--- src/rtl/register_file_param.sv ---
// ============================================================================
// Module   : register_file_param
// Purpose  : DEPTH x WIDTH register file, two read ports, one write port,
//            hardwired-zero r0, stack pointer with its own reset value.
// Revision : 1.0 - initial release
// ============================================================================
`default_nettype none

module register_file_param #(
  parameter int               WIDTH    = 32,
  parameter int               DEPTH    = 32,
  parameter int               ADDR_W   = 5,
  parameter int               SP_INDEX = 29,
  parameter logic [WIDTH-1:0] SP_INIT  = 32'h7FFF_EFFC,
  parameter bit               BYPASS   = 1'b1,
  parameter bit               READ_REG = 1'b0
) (
  input  logic              clk,
  input  logic              reset,
  input  logic              reg_write,
  input  logic [ADDR_W-1:0] write_reg,
  input  logic [WIDTH-1:0]  write_data,
  input  logic [ADDR_W-1:0] read_reg_1,
  input  logic [ADDR_W-1:0] read_reg_2,
  output logic [WIDTH-1:0]  read_data_1,
  output logic [WIDTH-1:0]  read_data_2
);

  localparam int              c_NSLOTS = 2 ** ADDR_W;
  localparam logic [ADDR_W:0] c_DEPTH  = (ADDR_W + 1)'(DEPTH);

  // Every address slot exists; unimplemented ones and slot 0 read as zero,
  // so indexing with a full ADDR_W address never goes out of range.
  logic [WIDTH-1:0] w_regs [c_NSLOTS];

  generate
    for (genvar gi = 0; gi < c_NSLOTS; gi++) begin : g_slot
      if (gi >= 1 && gi < DEPTH) begin : g_impl
        localparam logic [WIDTH-1:0] c_RST = (gi == SP_INDEX) ? SP_INIT : '0;
        logic [WIDTH-1:0] r_q;

        always_ff @(posedge clk or negedge reset) begin
          if (!reset) begin
            r_q <= c_RST;
          end else if (reg_write && (write_reg == ADDR_W'(gi))) begin
            r_q <= write_data;
          end
        end

        assign w_regs[gi] = r_q;
      end else begin : g_zero
        assign w_regs[gi] = '0;
      end
    end
  endgenerate

  function automatic logic [WIDTH-1:0] f_eff(
    input logic [ADDR_W-1:0] addr,
    input logic              we,
    input logic [ADDR_W-1:0] waddr,
    input logic [WIDTH-1:0]  wdata,
    input logic [WIDTH-1:0]  stored
  );
    if (addr == '0 || {1'b0, addr} >= c_DEPTH) begin
      return '0;
    end else if (BYPASS && we && (waddr == addr)) begin
      return wdata;
    end else begin
      return stored;
    end
  endfunction

  logic [WIDTH-1:0] w_eff_1;
  logic [WIDTH-1:0] w_eff_2;

  assign w_eff_1 = f_eff(read_reg_1, reg_write, write_reg, write_data, w_regs[read_reg_1]);
  assign w_eff_2 = f_eff(read_reg_2, reg_write, write_reg, write_data, w_regs[read_reg_2]);

  generate
    if (READ_REG) begin : g_rd_reg
      logic [WIDTH-1:0] r_rd_1;
      logic [WIDTH-1:0] r_rd_2;

      always_ff @(posedge clk or negedge reset) begin
        if (!reset) begin
          r_rd_1 <= '0;
          r_rd_2 <= '0;
        end else begin
          r_rd_1 <= w_eff_1;
          r_rd_2 <= w_eff_2;
        end
      end

      assign read_data_1 = r_rd_1;
      assign read_data_2 = r_rd_2;
    end else begin : g_rd_comb
      assign read_data_1 = w_eff_1;
      assign read_data_2 = w_eff_2;
    end
  endgenerate

endmodule

`default_nettype wire

--- config.mk ---
export PLATFORM = sky130hd
export DESIGN_NAME = register_file_param
export DESIGN_NICKNAME = d
export VERILOG_FILES = /design/src/rtl/register_file_param.sv
export SDC_FILE = /design/constraint.sdc
export NUM_CORES = 2
export LEC_CHECK = 0
export BUFFER_PORTS_ARGS = -buffer_cell sky130_fd_sc_hd__buf_2
export CAP_MARGIN = 0
export CORE_UTILIZATION = 35
export DETAILED_ROUTE_END_ITERATION = 7
export PLACE_DENSITY_LB_ADDON = 0.1
export SYNTH_ARGS = -nofsm -noshare
export SYNTH_HDL_FRONTEND = slang
export SYNTH_SLANG_ARGS = --single-unit
--- constraint.sdc ---
create_clock -name clk -period 2.2 [get_ports clk]
set_clock_uncertainty 0.15 [all_clocks]
set_input_delay 0.11 -clock clk [delete_from_list [all_inputs] [get_ports clk]]
set_output_delay 0.11 -clock clk [all_outputs]
set_load 0.01 [all_outputs]
; ---- Word-level counts from Yosys, hierarchy flattened
; Index checks and enable logic that the tools add are counted.
[totals]
register_bits = 992
latchBits = 0
mem_bits_rw = 0
mem_bits_ro = 0
inputBits = 50
out_inout_bits = 64
elab_cells = 113
mem_count = 0
[classes]
addsub = 0
multipliers = 0
n_div = 0
order_cmp = 2
eq_ne = 33
shift = 0
mux = 10
bitwise = 2
reduce_logical = 35
[ops]
columns = cell, count
row1 = $bmux 32 s5, 2
row2 = $mux 32, 8
row3 = $eq 5x5->1 const B, 16
row4 = $eq 5x4->1 const B, 8
row5 = $logic_and 1x1->1, 33
row6 = $eq 5x3->1 const B, 4
row7 = $ge 6x6->1 const B, 2
row8 = $not 5->6, 2
row9 = $eq 5x2->1 const B, 2
row10 = $eq 5x5->1, 2
row11 = $logic_not 5->1, 2
row12 = $eq 5x1->1 const B, 1

; ---- Longest topological paths before layout
[logic_depth]
depth_word = 6
depth_mapped = 9
mapped_depth_nobuf = 5

; ---- Worst setup path after synthesis
; Ideal clock, no wire load.
[synth_timing]
kind = input-to-output
start = input read_reg_1[0]
end = output read_data_1[1]
t_arrival_ps = 1724
t_required_ps = 1940
slack_ps = 216
stages = 7
path_cell_list = buf_6 buf_6 buf_2 mux4_2 a22oi_1 nand3_1 a22o_1
[synth_between]
elab_chain_len = 6
elab_cells_between_ends = 9
classes_between = eq/ne: 1 / mux: 5 / bitwise: 1 / reduce/logical: 2
[synth_lines]
columns = element, line
row1 = "start, declared", 23  ; input logic [ADDR_W-1:0] read_reg_1,
row2 = $not 5->6 (not written as such), 76  ; assign w_eff_1 = f_eff(read_reg_1, reg_write, write_reg, write_data, w_regs[read_reg_1]);
row3 = $bmux 32 s5, 76
row4 = $mux 32 (not written as such) (2 in series), 76
row5 = $mux 32, 66  ; end else if (BYPASS && we && (waddr == addr)) begin
row6 = $mux 32 *, 64  ; if (addr == '0 || {1'b0, addr} >= c_DEPTH) begin
row7 = "end, declared", 25  ; output logic [WIDTH-1:0] read_data_1,
; Mark *: on every way between the ends. The rest lies on a longest branch, timed or not. The select of a mux whose other input is x is not followed.

; ---- Final worst setup path
[layout_timing]
start = register g_slot[8].g_impl.r_q[0]
end = output read_data_1[0]
[layout_between]
elab_chain_len = 5
[layout_lines]
columns = element, line
row1 = "start, declared", 40  ; logic [WIDTH-1:0] r_q;
row2 = "start signal, assigned", 44  ; r_q <= c_RST;
row3 = "start signal, assigned", 46  ; r_q <= write_data;
row4 = $bmux 32 s5, 76
row5 = $mux 32 (not written as such) (2 in series), 76
row6 = $mux 32, 66
row7 = $mux 32, 64
; Every way passes these cells. The select of a mux whose other input is x is not followed.

==> metrics.md <==
| Metric | Value |
|---|---|
| Worst setup slack after layout | -0.681 ns |
| Register-to-Register Setup Slack | about 1.0 ns |
| TritonCTS clock tree | built |
| Ports placed on the boundary | around 110 |
| Die H | approximately 390 um |
| Mux cell area share after synthesis | between 40% and 50% |
| Die ar. | between 0.15 and 0.2 sq mm |
| Final standard cell count with taps included and fillers excluded | between 6000 and 7000 |
| Clock insertion delay at the later pin of the skew report | approximately 0.76 ns |
| Number of flip-flops under the largest register name | 992 |
| Switching power summed over all nets | about 17000 uW |
| Post-route cell area | 0.0687 sq mm |
| Highest clock rate | 0.347 GHz |
| Average wire per cell in the routed design | approximately 34 um |
| Initial DRT Pass Iterations | 8 |
| Share of the core filled with cells in the final layout | 45.1% |
| Total leakage power | a little under 0.03 uW |
| Row cnt | about 140 |
| Count of endpoints failing hold in the final timing report | 0 |
| Initial antenna violation count | 5 |
| Adder and majority cell fraction of the synthesized area | 0% |
| Hold_sp | write_reg[2] |
| Total global routing track utilization | between 20% and 30% |
| Half-perimeter wire length after detailed placement | roughly 140000 um |
| Combinational power share | between 20% and 30% |
| Count of different cell masters after synthesis | 54 |
| Slew headroom | between 30 and 40% |
| CP Capture Type | output pin |
| Summed instance area of the synthesized netlist | 0.0539 sq mm |
| Initial core utilization | a little over a third |
| Post-route total power | 59200 uW |
| Xor-xnor portion of the synthesized cell area | 0.162% |
| Max Buffers Root-to-Sink | 3 |
| Final period util | 131% |
| Main synth FF type | sky130_fd_sc_hd__dfrtp_1 |
| Slew Viols, Final | 0 |
| Layout area overhead | 27.4% |
| Transition time at the pin with the least slew margin | about 0.95 ns |
| Reg-to-reg critical path endpoint | g_slot[13].g_impl.r_q[9]$_DFFE_PN0P_ |
| Overall routed net length | 212000 um |
| Cell Chain, Critical Path | mux4_2, mux2_4, a221oi_4, o41ai_4, buf_2 |
| Number of global-route vias before repair | approximately 39000 |
| Biggest regs | g_slot.g_impl.r_q: 992 flops |
| Pwr Density | approximately 860 mW/mm^2 |
| Reg-to-reg critical path startpoint | g_slot[13].g_impl.r_q[9]$_DFFE_PN0P_ |
| Sequential share of the synthesized area | between 40% and 50% |
| Proportion of power drawn by flip-flops and latches | approximately two fifths |
| Library cell occupying the most area in the post-synthesis netlist | sky130_fd_sc_hd__dfrtp_1 |
| Core outline area | 0.152 sq mm |
| Maximum capacitance violations | 0 |
| Worst Hold Class | primary input to register |
| Initial DRC Count | 2690 |
| Max Fanout on Critical Path | 3 |
| Count of H-tree levels built during CTS | 3 |
| First-pass GRT wire length | 303000 um |
| Average cell area after synthesis | roughly 15 sq um |
| DRT antenna net count | 0 |
| Standard cell with the maximum stage delay on the critical path | sky130_fd_sc_hd__mux4_2 |
| Post-layout minimum cycle time | between 2 and 3 ns |
| Count of mapped cells out of synthesis | 3684 |
| Die X | 394 um |
| Total vias in the final route | 36900 |
| Required time at the worst-slack endpoint | 1.94 ns |
| Synth top area share | between 40% and 50% |
| Root Buffer Master | sky130_fd_sc_hd__clkbuf_16 |
| Vias per cell | between 5 and 6 |
| Main combinational cell family by area after synthesis | multiplexers |
| Setup repair after global routing missed its margin | true |
| Failing checks | setup timing |
| Total instance count after detailed placement | 6057 |
| Total internal power | between 40000 and 50000 uW |
| Slowest stage delay, CP | 0.48 ns |
| Post-synthesis register bit count | 992 |
| Warnings from Yosys | 0 |
| Status | finished, violations left |
| Post-synthesis compound-gate area fraction | under 10% |
| Signal arrival time at the worst endpoint | 2.62 ns |
| Post-Place Cell Area | between 0.06 and 0.07 sq mm |
| Final routed DRC violation total | 0 |
| Number of buffers inserted during clock tree synthesis | roughly 120 |
| Number of nets in the layout | 4232 |
| Setup-violating endpoint count in the final report | 64 |
| Top reg by flops | g_slot.g_impl.r_q |
| Cell count of the worst hold path | 5 |
| Overall overflow remaining after global route | 0 |
| Number of synthesized flops with an enable pin | 0 |
| Worst-case vdd ir drop | roughly 0.66 mV |
| Hold Crit Endpoint | g_slot[3].g_impl.r_q[14]$_DFFE_PN0P_ |
| Num Clock Sinks | between 900 and 1000 |
| Category of the critical setup timing path | register to output pin |
| Syn_nets | roughly 3700 |
| Async set-reset flop share out of synthesis | 100% |
| Clock share of power | roughly a third |
| Filler cell count | approximately 14000 |
| Top post-synthesis cells by area | sky130_fd_sc_hd__dfrtp_1 45%, sky130_fd_sc_hd__mux2_2 22%, sky130_fd_sc_hd__mux4_2 17%, sky130_fd_sc_hd__mux2i_1 1.9%, sky130_fd_sc_hd__dfstp_2 1.4% |
| Simple-gate share of the synthesized area | roughly 3.0% |
| Number of input and output port buffers inserted | 113 |
| Fraction of final layout cells with drive strength greater than 1 | 64.0% |
| Area used by multi-input combinational logic | just under 0.03 sq mm |
| Switching power as a share of total power | between 20% and 30% |
| Final weighted congestion in routability-driven placement | roughly 0.86 |
| Reg2Reg Depth | 3 |
| Kind of start point of the critical path | register |
| FF+latch area | ~0.025 sq mm |
| Worst-path clk slew | approximately 0.060 ns |
| Largest net degree at the start of global routing | around 120 |
| Post-placement setup slack | -0.870 ns |
-- power groups by stage --
stage	registers (uW)	clock network [uW]	logic (uW)
finish	24500	20500	14100
global placement	24700	0	12800
detailed placement	24700	0	13000
CTS	24400	20900	14000
global route	25000	21700	15000
floorplan	23800	0	8580
-- logic make-up after synthesis --
family,Yosys count
flip-flops,992
AND/OR/NAND/NOR,352
buffers and inverters,409
XOR/XNOR,10
AO/OA/AOI/OAI,331
multiplexers,1590
-- cell usage after synthesis (all sizes together), types with 12 or more instances --
master,instances
nor3,61
o21ai,13
buf,220
nor2b,29
o41ai,24
mux4,419
a211oi,23
o22ai,35
nor2,138
clkbuf,188
o311ai,23
o221ai,12
dfstp,28
nor4,12
mux2i,101
dfrtp,964
a221oi,70
nand2b,17
a22oi,84
a221o,19
mux2,1070
nand2,66
-- cells in the final DEF, fill, tap and decap left out, drive strengths merged, types with 4 or more instances in the layout --
cell type	n
dfstp	28
a22o	6
clkinv	28
a221o	19
a211oi	23
a221oi	70
xnor2	6
a22oi	84
a21oi	4
clkinvlp	7
nor2	138
clkbuf	178
nor3	61
mux2	1070
dlygate4sd3	35
inv	5
buf	750
o21a	10
nand2b	17
o311ai	23
o41ai	24
o22ai	35
dfrtp	964
xor2	4
nand3	9
nand2	66
or2	5
mux4	419
bufinv	9
nor2b	29
nor4	12
o21ai	13
o221ai	12
mux2i	101
-- critical path: cells and delay by family (launching register included) --
family,cells,cell delay [ns]
flip-flops,1,0.41
multiplexers,2,0.79
buffers and inverters,1,0.19
AO/OA/AOI/OAI,2,0.47
-- layer usage --
layer	global-route usage (%)	wire length, um
met3	3.92	10200
met4	7.95	6110
met5	0	11
met1	38.6	96000
met2	43.3	99600
-- timing repair --
action,in CTS,in global routing
endpoints found under the setup margin,64,64
setup buffers,28,3
cloned,0,0
endpoints found under the hold margin,1960,0
pin swaps,209,55
hold buffers,35,0
gates resized for setup,326,74
-- layout make-up --
class | instances | area share (%)
inverters | 1 | 0.00546
flip-flops and latches | 992 | 36.2
diodes | 1 | 0.00364
repair buffers | 785 | 11.9
clock inverters | 48 | 0.747
clock buffers | 178 | 5.16
multi-input cells | 2283 | 42.3
well taps | 2030 | 3.70
-- worst max path at each step --
| stage | start | end |
|---|---|---|
| 2_1_floorplan | read_reg_1[0] | read_data_1[1] |
| 3_3_place_gp | read_reg_2[4] | read_data_2[4] |
| 3_5_place_dp | read_reg_2[4] | read_data_2[4] |
| 4_1_cts | g_slot[14].g_impl.r_q[25]$_DFFE_PN0P_ | read_data_2[25] |
| 5_1_grt | g_slot[25].g_impl.r_q[31]$_DFFE_PN0P_ | read_data_2[31] |
| 6_report | g_slot[8].g_impl.r_q[0]$_DFFE_PN0P_ | read_data_1[0] |
-- metrics by stage --
step / setup TNS [ns] / hold WS [ns]
finish: -32.91 / 0.142
global route: -37.52 / 0.152
CTS: -36.49 / 0.0840
detailed placement: -22.30 / 0.0750
global placement: -22.52 / 0.0761
floorplan: 0 / -0.336
Note: power is estimated with default switching activity, not from simulation.
